$ cat src/rtl/mem_arbiter_pkg.sv
// Shared types and constants for the memory arbiter slice.
package arb_pkg;

  typedef enum logic {
    ARB    = 1'b0,
    LOCKED = 1'b1
  } arbstate_t;

  // Requester slot assignment.
  localparam int unsigned REQ_DWRITE = 0;
  localparam int unsigned REQ_DREAD  = 1;
  localparam int unsigned REQ_LOADER = 2;

  // Increment an index modulo n.
  function automatic int unsigned wrap_inc(input int unsigned i, input int unsigned n);
    return (i + 1 >= n) ? 0 : i + 1;
  endfunction

endpackage

$ cat src/rtl/mem_arbiter_rr_pick.sv
// Combinational round-robin picker: first set request at or above ptr, wrapping.
module rr_pick
  import arb_pkg::*;
#(
  parameter int unsigned NREQ = 3,
  parameter int unsigned IW   = (NREQ > 1) ? $clog2(NREQ) : 1
) (
  input  logic [NREQ-1:0] req_i,
  input  logic [IW-1:0]   ptr_i,
  output logic [NREQ-1:0] gnt_o,
  output logic [IW-1:0]   idx_o,
  output logic            any_o
);

  logic [IW-1:0] cand;

  // Walk NREQ candidates starting at ptr and keep the first requester found.
  always_comb begin
    gnt_o = '0;
    idx_o = '0;
    any_o = 1'b0;
    cand  = ptr_i;
    for (int unsigned k = 0; k < NREQ; k++) begin
      if (!any_o && req_i[cand]) begin
        any_o       = 1'b1;
        gnt_o[cand] = 1'b1;
        idx_o       = cand;
      end
      cand = IW'(wrap_inc(32'(cand), NREQ));
    end
  end

endmodule

$ cat src/rtl/mem_arbiter.sv
// Single-port RAM arbiter: round-robin among requesters with optional
// grant locking (read-modify-write) bounded by LOCK_MAX cycles.
module mem_arbiter
  import arb_pkg::*;
#(
  parameter int unsigned NREQ     = 3,
  parameter int unsigned LOCK_MAX = 15
) (
  input  logic                  clk,
  input  logic                  reset,
  input  logic [NREQ-1:0]       req,
  input  logic [NREQ-1:0]       lock,
  input  logic [NREQ-1:0][15:0] addr,
  input  logic [NREQ-1:0][15:0] wdata,
  input  logic [NREQ-1:0][1:0]  we,
  output logic [NREQ-1:0]       gnt,
  output logic [NREQ-1:0]       rvalid,
  output logic [15:0]           rdata,
  output logic                  mem_en,
  output logic [15:0]           mem_addr,
  output logic [15:0]           mem_wdata,
  output logic [1:0]            mem_we,
  input  logic [15:0]           mem_rdata,
  output logic                  lock_err
);

  localparam int unsigned IW = (NREQ > 1) ? $clog2(NREQ) : 1;
  localparam int unsigned CW = $clog2(LOCK_MAX + 1);

  arbstate_t       state_q, state_d;
  logic [IW-1:0]   ptr_q, ptr_d;
  logic [IW-1:0]   owner_q, owner_d;
  logic [CW-1:0]   cnt_q, cnt_d;
  logic [NREQ-1:0] rvalid_q, rvalid_d;

  logic [NREQ-1:0] pick_gnt;
  logic [IW-1:0]   pick_idx;
  logic            pick_any;

  logic [IW-1:0]   gidx;
  logic            gany;
  logic            at_max;

  rr_pick #(
    .NREQ (NREQ),
    .IW   (IW)
  ) u_pick (
    .req_i (req),
    .ptr_i (ptr_q),
    .gnt_o (pick_gnt),
    .idx_o (pick_idx),
    .any_o (pick_any)
  );

  assign at_max = (cnt_q == CW'(LOCK_MAX));

  // State register: arbitration state, pointer, lock owner/counter, read-valid pipe.
  always_ff @(posedge clk or negedge reset) begin
    if (!reset) begin
      state_q  <= ARB;
      ptr_q    <= '0;
      owner_q  <= '0;
      cnt_q    <= '0;
      rvalid_q <= '0;
    end else begin
      state_q  <= state_d;
      ptr_q    <= ptr_d;
      owner_q  <= owner_d;
      cnt_q    <= cnt_d;
      rvalid_q <= rvalid_d;
    end
  end

  // Next state: advance pointer on free grants, enter/leave lock, bound lock length.
  always_comb begin
    state_d  = state_q;
    ptr_d    = ptr_q;
    owner_d  = owner_q;
    cnt_d    = cnt_q;
    rvalid_d = '0;
    if (gany && (we[gidx] == 2'b00)) begin
      rvalid_d[gidx] = 1'b1;
    end
    unique case (state_q)
      ARB: begin
        if (gany) begin
          ptr_d = IW'(wrap_inc(32'(gidx), NREQ));
          if (lock[gidx]) begin
            state_d = LOCKED;
            owner_d = gidx;
            cnt_d   = CW'(1);
          end
        end
      end
      LOCKED: begin
        if (at_max) begin
          state_d = ARB;
          ptr_d   = IW'(wrap_inc(32'(owner_q), NREQ));
          cnt_d   = '0;
        end else if (!lock[owner_q]) begin
          state_d = ARB;
          cnt_d   = '0;
        end else begin
          cnt_d = cnt_q + 1'b1;
        end
      end
      default: state_d = ARB;
    endcase
  end

  // Outputs: grant selection (gated by reset), RAM mux, read data, lock error pulse.
  always_comb begin
    gnt      = '0;
    gidx     = '0;
    gany     = 1'b0;
    lock_err = 1'b0;
    if (reset) begin
      unique case (state_q)
        ARB: begin
          gnt  = pick_gnt;
          gidx = pick_idx;
          gany = pick_any;
        end
        LOCKED: begin
          lock_err = at_max;
          if (req[owner_q]) begin
            gnt[owner_q] = 1'b1;
            gidx         = owner_q;
            gany         = 1'b1;
          end
        end
        default: ;
      endcase
    end
    mem_en    = gany;
    mem_addr  = gany ? addr[gidx]  : '0;
    mem_wdata = gany ? wdata[gidx] : '0;
    mem_we    = gany ? we[gidx]    : '0;
    rvalid    = rvalid_q;
    rdata     = (|rvalid_q) ? mem_rdata : '0;
  end

endmodule

$ cat config.mk
export PLATFORM = sky130hd
export DESIGN_NAME = mem_arbiter
export DESIGN_NICKNAME = d
export VERILOG_FILES = /design/src/rtl/mem_arbiter_pkg.sv /design/src/rtl/mem_arbiter_rr_pick.sv /design/src/rtl/mem_arbiter.sv
export SDC_FILE = /design/constraint.sdc
export NUM_CORES = 1
export LEC_CHECK = 0
export CAP_MARGIN = 10
export CORE_MARGIN = 2
export CORE_UTILIZATION = 36
export DETAILED_ROUTE_END_ITERATION = 10
export MAX_ROUTING_LAYER = met4
export PLACE_DENSITY = 0.95
export SYNTH_ARGS = -nofsm -noshare
export SYNTH_HDL_FRONTEND = slang
export SYNTH_HIERARCHICAL = 1
export SYNTH_SLANG_ARGS = --single-unit
$ cat constraint.sdc
create_clock -name clk -period 5.2 [get_ports clk]
set_input_delay 1.04 -clock clk [delete_from_list [all_inputs] [get_ports clk]]
set_output_delay 1.04 -clock clk [all_outputs]
set_load 0.005 [all_outputs]
-- Word-level counts from Yosys, hierarchy flattened
Cells that the tools add are included.
- add/sub/neg operators: 5
- $mul: 0
- divide/modulo/power cells: 0
- magnitude comparators: 14
- equal/unequal tests: 4
- shift-type cells: 0
- muxes and demuxes: 70
- bitwise gates (word level): 3
- reductions and logical operators: 15
- operator list (cell ; number):
    $mux W16 ; 5
    $bmux W16 S2 ; 2
    $mux W2 ; 13
    $mux W1 ; 22
    $mux W3 ; 6
    $mux W4 ; 4
    $lt A2 B3 Y1 const B ; 5
    $add A2 B1 Y3 const B ; 4
    $bmux W1 S2 ; 6
    $ge A3 B2 Y1 const B ; 4
    $demux W1 S2 ; 5
    $ge A2 B1 Y1 const B ; 5
    $logic_and A1 B1 Y1 ; 8
    $pmux W2 S2 ; 2
    $pmux W4 S2 ; 1
    $or A3 B3 Y3 ; 2
    $pmux W3 S2 ; 1
    $add A4 B1 Y4 const B ; 1
    $bmux W2 S2 ; 1
    $eq A4 B4 Y1 const B ; 1
    $ne A2 B2 Y1 const B ; 2
    $pmux W1 S2 ; 2
    $reduce_and A2 Y1 ; 2
    $reduce_and A3 Y1 ; 1
    other kinds (5) ; 6
- bits in registers: 12
- latch bits: 0
- memory bits (writable): 0
- bits in read-only memories: 0
- input bits: 126
- output and inout bits: 58
- logic and storage cells: 116
- memories: 0

-- Logic depth before layout (Yosys ltp)
Gate-level depths: netlist (run 1).
- depth in word-level cells: 17
- depth in mapped cells: 9
- mapped depth without buffers: 7

-- Cells and area by module
Netlist (run 1), hierarchy kept.
- by module, submodules not included (module ; times used ; cells an instance ; area an instance (µm²) ; seq. area each (µm²)):
    mem_arbiter ; 1 ; 328 ; 2192.1 ; 300.3
    rr_pick ; 1 ; 14 ; 87.6 ; 0.0

-- Least setup slack after synthesis (run 1)
OpenSTA, ideal clock, no wires.
- path type: input-to-output
- start: input port req[2]
- end: output port mem_addr[10]
- data arrival time: 2.553 ns
- slack: 1.607 ns
- stages on the path: 9
- cells stage by stage: nor2b_1 o21ai_1 and3_1 or3b_1 buf_2 clkbuf_1 a21boi_0 o21ai_1 a21oi_1
- cells in the longest elaborated chain, start to end: 14
- elaborated cells on any way between the ends: 27
- those cells by class: mux: 23; reduce/logical: 4
- ends and longest elaborated chain (element ; RTL line ; source):
    from (decl) ; mem_arbiter.sv:11 ; input logic [NREQ-1:0] req,
    $bmux W1 S2 ; mem_arbiter_rr_pick.sv:24 ; if (!any_o && req_i[cand]) begin
    $mux W1 (not written as such) ; mem_arbiter_rr_pick.sv:24 ;
    $mux W1 ; mem_arbiter_rr_pick.sv:24 ;
    $logic_not A1 Y1 ; mem_arbiter_rr_pick.sv:24 ;
    $logic_and A1 B1 Y1 ; mem_arbiter_rr_pick.sv:24 ;
    $mux W1 ; mem_arbiter_rr_pick.sv:24 ;
    $logic_not A1 Y1 ; mem_arbiter_rr_pick.sv:24 ;
    $logic_and A1 B1 Y1 ; mem_arbiter_rr_pick.sv:24 ;
    $mux W2 (*) ; mem_arbiter_rr_pick.sv:24 ;
    named net pick_idx[0] ; mem_arbiter.sv:37 ; logic [IW-1:0] pick_idx;
    $pmux W2 S2 (*) ; mem_arbiter.sv:118 ; unique case (state_q)
    $mux W2 (*) ; mem_arbiter.sv:117 ; if (reset) begin
    $bmux W16 S2 (*) ; mem_arbiter.sv:136 ; mem_addr = gany ? addr[gidx] : '0;
    $mux W16 (not written as such) (*) ; mem_arbiter.sv:136 ;
    $mux W16 (*) ; mem_arbiter.sv:136 ;
    to (decl) ; mem_arbiter.sv:20 ; output logic [15:0] mem_addr,
Mark *: on every way through the listed nets, which the timed path passes. The rest lies on a longest branch. The select of a mux whose other input is x is not followed.

-- Worst setup path in the final report (run 1)
- start: input port req[2]
- end: output port mem_wdata[14]
- cells in the longest elaborated chain, start to end: 14
- elaborated cells on any way between the ends: 27
- those cells by class: mux: 23; reduce/logical: 4
- ends and longest elaborated chain (element ; RTL line ; source):
    $bmux W1 S2 ; mem_arbiter_rr_pick.sv:24 ;
    $mux W1 (not written as such) ; mem_arbiter_rr_pick.sv:24 ;
    $mux W1 ; mem_arbiter_rr_pick.sv:24 ;
    $logic_not A1 Y1 ; mem_arbiter_rr_pick.sv:24 ;
    $logic_and A1 B1 Y1 ; mem_arbiter_rr_pick.sv:24 ;
    $mux W1 ; mem_arbiter_rr_pick.sv:24 ;
    $logic_not A1 Y1 ; mem_arbiter_rr_pick.sv:24 ;
    $logic_and A1 B1 Y1 ; mem_arbiter_rr_pick.sv:24 ;
    $mux W2 (*) ; mem_arbiter_rr_pick.sv:24 ;
    named net pick_idx[0] ; mem_arbiter.sv:37 ;
    $pmux W2 S2 (*) ; mem_arbiter.sv:118 ;
    $mux W2 (*) ; mem_arbiter.sv:117 ;
    $bmux W16 S2 (*) ; mem_arbiter.sv:137 ; mem_wdata = gany ? wdata[gidx] : '0;
    $mux W16 (not written as such) (*) ; mem_arbiter.sv:137 ;
    $mux W16 (*) ; mem_arbiter.sv:137 ;
    to (decl) ; mem_arbiter.sv:21 ; output logic [15:0] mem_wdata,
Marks and branches as above.

==> results by group, run 1 <==
Outcome
  – Outcome: finished clean

Floorplan
  – Die Ht: 83.58 um
  – Die width: 83.58 um
  – Ports: 184
  – Starting Density: a little under two fifths
  – Core ar.: around 6000 um2
  – Placement Rows: 28
  – Die area: 6985 um2

Logic synthesis
  – Synth Register Bits: 12
  – Count leader, synth: nand2_1
  – Commonest cells post-synth: nand2_1, a21oi_1, a21boi_0, a21boi_1, o21ai_0
  – Post-synthesis sequential area ratio: a little over an eighth
  – Post-synth top area share: about an eighth
  – Synthesized instance count: around 340
  – Simple-gate share of the synthesized area: 25.25%
  – Ys async rst share: 100.0%
  – Compound-Gate Fraction of Synth Area: 50.99%
  – Post-synthesis mux area share: less than 1%
  – Xor/xnor share of the synthesized area: 0%
  – Syn Std Cell Area: 2280 um2
  – Synth area leader: dfrtp_1
  – Mapped Nets: 469
  – Main combinational cell family by area after synthesis: compound AO/OA/AOI/OAI gates
  – Syn_area_per_cell: about 6.7 um2
  – Syn. warnings: 6
  – Post-synth EDFFs: 0
  – Synth Flop Type: dfrtp_1
  – Synthesized-area fraction occupied by adder cells: less than 1%
  – Post-synth cell types: 48
  – Ranking of synthesized cells by area: dfrtp_1, a21boi_0, a21boi_1

Timing
  – Hold Worst Slack: between 0.6 and 0.7 ns
  – Final setup violation count: 0
  – RSZ-0062 raised after global routing: false
  – Worst slew pin tran: 0.5708 ns
  – Fin. max-slew vios: 0
  – Post-layout minimum cycle time: between 4 and 5 ns
  – Setup TNS: 0 ns
  – Final-report hold violation count: 0
  – Setup Skew: roughly 0.0096 ns
  – Fmax: 0.2041 GHz
  – Period utilization: between 90% and 100%
  – Rel. slew slack: about 62%

CTS
  – Worst-path clk slew: about 0.05 ns
  – CTS Buf Count: 3
  – Hold Buf Count CTS: 0
  – CTS Sinks: 12
  – CTS Buffer Depth: 2
  – Clk_lat worst skew: about 0.25 ns
  – Clk root buf: clkbuf_8
  – Post-CTS Setup Repair Bufs: 0
  – H-tree levels: 1
  – Post_cts resized: 0
  – CTS tree: built

Global route
  – GRT Util Overall: a little over a quarter
  – Pin count of the biggest net entering global routing: 39
  – First-pass GRT wire length: 15370 um
  – Vias in the first global route: between 3000 and 4000
  – Total global routing overflow: 0
  – Initial antenna violation count: 0

Finish
  – Antenna Cells: 0
  – Final instance area: roughly 4200 um2
  – Share of cells above drive strength 1: under 10%
  – Area grow syn2layout: 82.93%
  – Fin util: roughly 69%
  – Final cell count without fillers: 580
  – Final nets: about 630

Placement
  – GPL Wtd Cong: 0.9184
  – Post-Place Cells: approximately 580
  – DPL Wire Length: 7484 um
  – Port buffer count: 183
  – Area after DPL: between 4000 and 5000 um2

Setup path
  – Crit path kind: in2out
  – CP Buf/Inv Count: 3
  – CP delay by family, top: buffers and inverters
  – CP Max Fanout: 30
  – CP Launch Type: primary input
  – Slowest CP cell: clkdlybuf4s50_1
  – CP Capture Type: primary output
  – CP arrival: between 3 and 4 ns
  – Max incr delay on CP: between 0.5 and 0.6 ns
  – Worst path cell trace: clkdlybuf4s50_1 > nor2b_2 > o21ai_1 > and3_1 > or3b_4 > buf_4 > a21boi_0 > o21ai_1 > a21oi_1 > clkdlybuf4s50_1
  – Worst EP required: around 4.2 ns

Power
  – P per Cell Area: about 300 nW/um2
  – Peak supply drop: around 0.19 mV
  – Static Leak: 0.001599 uW

Route
  – Vias per cell: roughly 5.8
  – Drt wl/cell: 16.32 um
  – Via Count: 3337
  – Pre-antenna DRT Iters: 5
  – Number of routed nets with antenna violations: 0
  – Iter 0 DRT Violations: around 190
  – WL final: around 9500 um
  – DRC Markers: 0

Hold path
  – Type of the worst min-delay path: reg2reg

Flow run
  – Max-cap violation count: 0
[sequential cells by signal (all words and copies together), names as in the netlist]
name,flops
ptr_q,2
state_q,1
owner_q,2
cnt_q,4
rvalid,3
[cell families after synthesis]
group / count (synthesis)
AOI/OAI and AO/OA: 178
adders and majority gates: 1
buffers and inverters: 44
DFF: 12
muxes: 2
and+or+nand+nor: 105
[where the power goes]
group / switching [uW] / total [uW] / internal (uW)
clock: 39.0 / 106 / 67.0
sequential: 72.3 / 199 / 127
combinational: 446 / 929 / 482
[layer usage]
layer	track usage, %	wire length, um
met1	29.74	3538
met2	48.36	4858
met3	4.946	770
met4	7.478	301
met5	-	0
[worst reg2reg max path, stage by stage, from the launching register on]
cell	delay (ns)
dfrtp_1	0.59
buf_4	0.28
nand4b_2	0.44
a41o_1	0.42
buf_4	0.22
a32o_2	0.28
nor4_2	0.28
[final timing paths]
check	slack, ns	from	depth (start not counted)	end
worst min register to register	0.60	cnt_q[1]$_DFFE_PN0P_	2	cnt_q[1]$_DFFE_PN0P_
worst min-delay path	0.60	cnt_q[1]$_DFFE_PN0P_	2	cnt_q[1]$_DFFE_PN0P_
worst max-delay path	0.30	req[2]	10	mem_wdata[14]
max in group asynchronous	3.81	reset	2	owner_q[0]$_DFFE_PN0P_
min in group asynchronous	0.70	reset	1	ptr_q[0]$_DFFE_PN0P_
worst max register to register	2.56	state_q$_DFF_PN0_	6	rvalid[1]$_DFF_PN0_
[layout make-up]
cell class              instances  area (um2)
repair buffers                194        1909
fillers                       484        1856
multi-input cells             286        1778
flip-flops and latches         12       300.3
well taps                      75       93.84
clock buffers                   4       55.05
inverters                       9       33.78
[through the flow]
step | worst slack [ns] | total power (uW)
after detailed placement | 0.2764 | 1115
after CTS | 0.2533 | 1227
final | 0.3003 | 1233
after global routing | 0.05183 | 1341
after global placement | 0.3893 | 1085
after floorplan | 1.607 | 730.8
[placed cells by master (no fill, tap or decap), types with 7 or more instances in the layout]
cell             instances
a21boi_0                36
a21boi_1                31
a21oi_1                 40
buf_4                   11
clkdlybuf4s50_1        182
dfrtp_1                 12
inv_1                    9
nand2_1                 46
nor2_1                   7
nor2b_1                 19
o21ai_0                 22
o21ai_1                 20
Note: power is estimated with default switching activity, not from simulation.
==> run 2: changes to the inputs <==
Settings changed: PLACE_DENSITY 0.95 to 0.92.
==> run 2 against run 1 <==
Design area unchanged. Sequential cell count unchanged. Worst setup slack got worse by 0.081 ns. Worst hold slack better by 0.017 ns. Via count down 3.6%. Global-route usage down 0.36 points. Combinational power is 0.8% higher. Sequential power is essentially flat. Cell count increased by 0.17%. Routed wire length grew 1.3%. Maximum frequency shrank 1.6%. Sequential share of layout area is the same. Highest routed layer unchanged.
==> results by group, run 2 (synthesis gave the netlist of run 1 again) <==
Route
  – Met2 Wirelength: 5001 um (+2.9%)
  – WL final: 9588 um (+1.3%)
  – Vias per cell: 5.537 (-3.8%)
  – DRC Markers: 0 (unchanged)
  – Via Count: 3217 (-3.6%)
  – Drt wl/cell: 16.50 um (+1.1%)
  – Wire length on met1: 3751 um (+6.0%)
  – DR WL met3: 670 um (-13%)
  – Pre-antenna DRT Iters: 5 (unchanged)
  – Iter 0 DRT Violations: 185 (-4.1%)
  – Number of routed nets with antenna violations: 0 (unchanged)
  – Top Metal Used: met4

Timing
  – Rel. slew slack: 63.61% (+1.9 points)
  – Post-layout minimum cycle time: 4.981 ns (+0.08126 ns)
  – Period utilization: 95.79% (+1.6 points)
  – RSZ-0062 raised after global routing: false
  – Fin. max-slew vios: 0 (unchanged)
  – Final setup violation count: 0 (unchanged)
  – Setup TNS: 0 ns (unchanged)
  – Worst slew pin tran: 0.5430 ns (-0.02785 ns)
  – Fin worst setup slack: 0.2190 ns (-0.08126 ns)
  – Final-report hold violation count: 0 (unchanged)
  – Fmax: 0.2008 GHz (-1.6%)
  – Setup Skew: 0.001251 ns (-0.008348 ns)

Finish
  – Area grow syn2layout: 82.93% (unchanged)
  – Number of flip-flops in the largest register: 4 (unchanged)
  – Share of cells above drive strength 1: 4.941% (-0.41 points)
  – Fillers: 513 (+6.0%)
  – Final nets: 634 (+0.16%)
  – Antenna Cells: 0 (unchanged)
  – Register area: 300.3 um2 (unchanged)
  – Most frequent cells in the layout: clkdlybuf4s50_1, nand2_1, a21oi_1, a21boi_0, a21boi_1
  – Multi-input gate area: 1770 um2 (-0.42%)
  – Most common cell after layout, fill and taps aside: clkdlybuf4s50_1
  – Largest reg by FF count: cnt_q

Setup path
  – Reg2reg start: state_q$_DFF_PN0_
  – Worst EP required: 4.16 ns (about the same)
  – Reg2reg path depth: 6 (unchanged)
  – CP Max Fanout: 20 (-33%)
  – CP startpoint: req[2]
  – Reg-to-reg setup timing slack: 2.50 ns (-0.06 ns)
  – CP Launch Type: primary input
  – CP arrival: 3.94 ns (+0.08 ns)
  – RR Endpoint: rvalid[1]$_DFF_PN0_
  – CP Capture Type: primary output
  – Crit path kind: in2out

Hold path
  – Hold Path Depth: 2 (unchanged)
  – Hold EP: cnt_q[3]$_DFFE_PN0P_
  – Type of the worst min-delay path: reg2reg
  – HP Start: cnt_q[3]$_DFFE_PN0P_

Floorplan
  – Die area: 6985 um2 (unchanged)
  – Ports: 184 (unchanged)
  – Core ar.: 6026 um2 (unchanged)
  – Placement Rows: 28 (unchanged)
  – Die Ht: 83.58 um (unchanged)
  – Die width: 83.58 um (unchanged)
  – Starting Density: 37.83% (unchanged)

Flow run
  – Max-cap violation count: 0 (unchanged)

CTS
  – CTS tree: built
  – Clk_lat worst skew: 0.25 ns (about the same)
  – CTS Sinks: 12 (unchanged)
  – Post-CTS Setup Repair Bufs: 0 (unchanged)
  – Clk root buf: clkbuf_8
  – Post_cts resized: 0 (unchanged)
  – CTS Buffer Depth: 2 (unchanged)
  – Worst-path clk slew: 0.06 ns (about the same)
  – CTS Buf Count: 3 (unchanged)
  – H-tree levels: 1 (unchanged)
  – Hold Buf Count CTS: 0 (unchanged)

Placement
  – Place WS: 0.2515 ns (-0.02488 ns)
  – DPL Wire Length: 7392 um (-1.2%)
  – Port buffer count: 183 (unchanged)
  – GPL Wtd Cong: 0.9046 (-1.5%)

Outcome
  – Outcome: finished clean

Power
  – Peak supply drop: 0.1783 mV (-8.6%)
  – Static Leak: 0.001600 uW (about the same)
  – P per Cell Area: 298.3 nW/um2 (+0.86%)

Global route
  – GRT Util Overall: 26.30% (-0.36 points)
  – First-pass GRT wire length: 15120 um (-1.6%)
  – Pin count of the biggest net entering global routing: 38 (-2.6%)
  – Total global routing overflow: 0 (unchanged)
  – Initial antenna violation count: 0 (unchanged)
  – Vias in the first global route: 3060 (-5.2%)
[run 2: per-layer routing]
metal	vias up	global-route usage [%]
met1	1473	29.92
met3	15	3.956
met4	0	5.718
met5	-	-
met2	162	48.51
li1	1567	-
[run 2: area by class of cell]
class                   instances  area share [%]
well taps                      75           2.250
clock buffers                   4           1.320
multi-input cells             286           42.45
flip-flops and latches         12           7.201
inverters                       9          0.8101
repair buffers                195           45.96
[run 2: how the worst max path moves through the flow]
stage	end	slack [ns]
floorplan	mem_addr[10]	1.61
finish	mem_wdata[5]	0.22
global placement	mem_wdata[5]	0.29
global route	mem_wdata[8]	0.08
detailed placement	mem_wdata[5]	0.25
CTS	mem_wdata[5]	0.24
[run 2: power breakdown]
part / switching [uW] / internal [uW]
Clock: 39.4 / 67.1
Sequential: 75.7 / 126
Combinational: 451 / 484
[run 2: metrics by stage]
stage          std cells  cell area (um2)  total power [uW]  utilization (%)  hold slack, ns
2_1_floorplan        342             2280             730.8                -          0.5296
3_3_place_gp         577             4115              1105            68.29          0.5584
3_5_place_dp         577             4115              1132            68.29          0.6035
4_1_cts              581             4170              1244            69.21          0.6133
5_1_grt              581             4170              1349            69.21          0.6708
6_report             581             4170              1244            69.21          0.6184
[run 2: worst max-delay path: stages]
cell and delay, ns:
clkdlybuf4s50_1 0.51, nor2b_1 0.19, o21ai_1 0.15, and3_1 0.28, or3b_1 0.46, buf_4 0.24
a21boi_0 0.29, o21ai_1 0.11, a21oi_1 0.14, clkdlybuf4s50_1 0.52
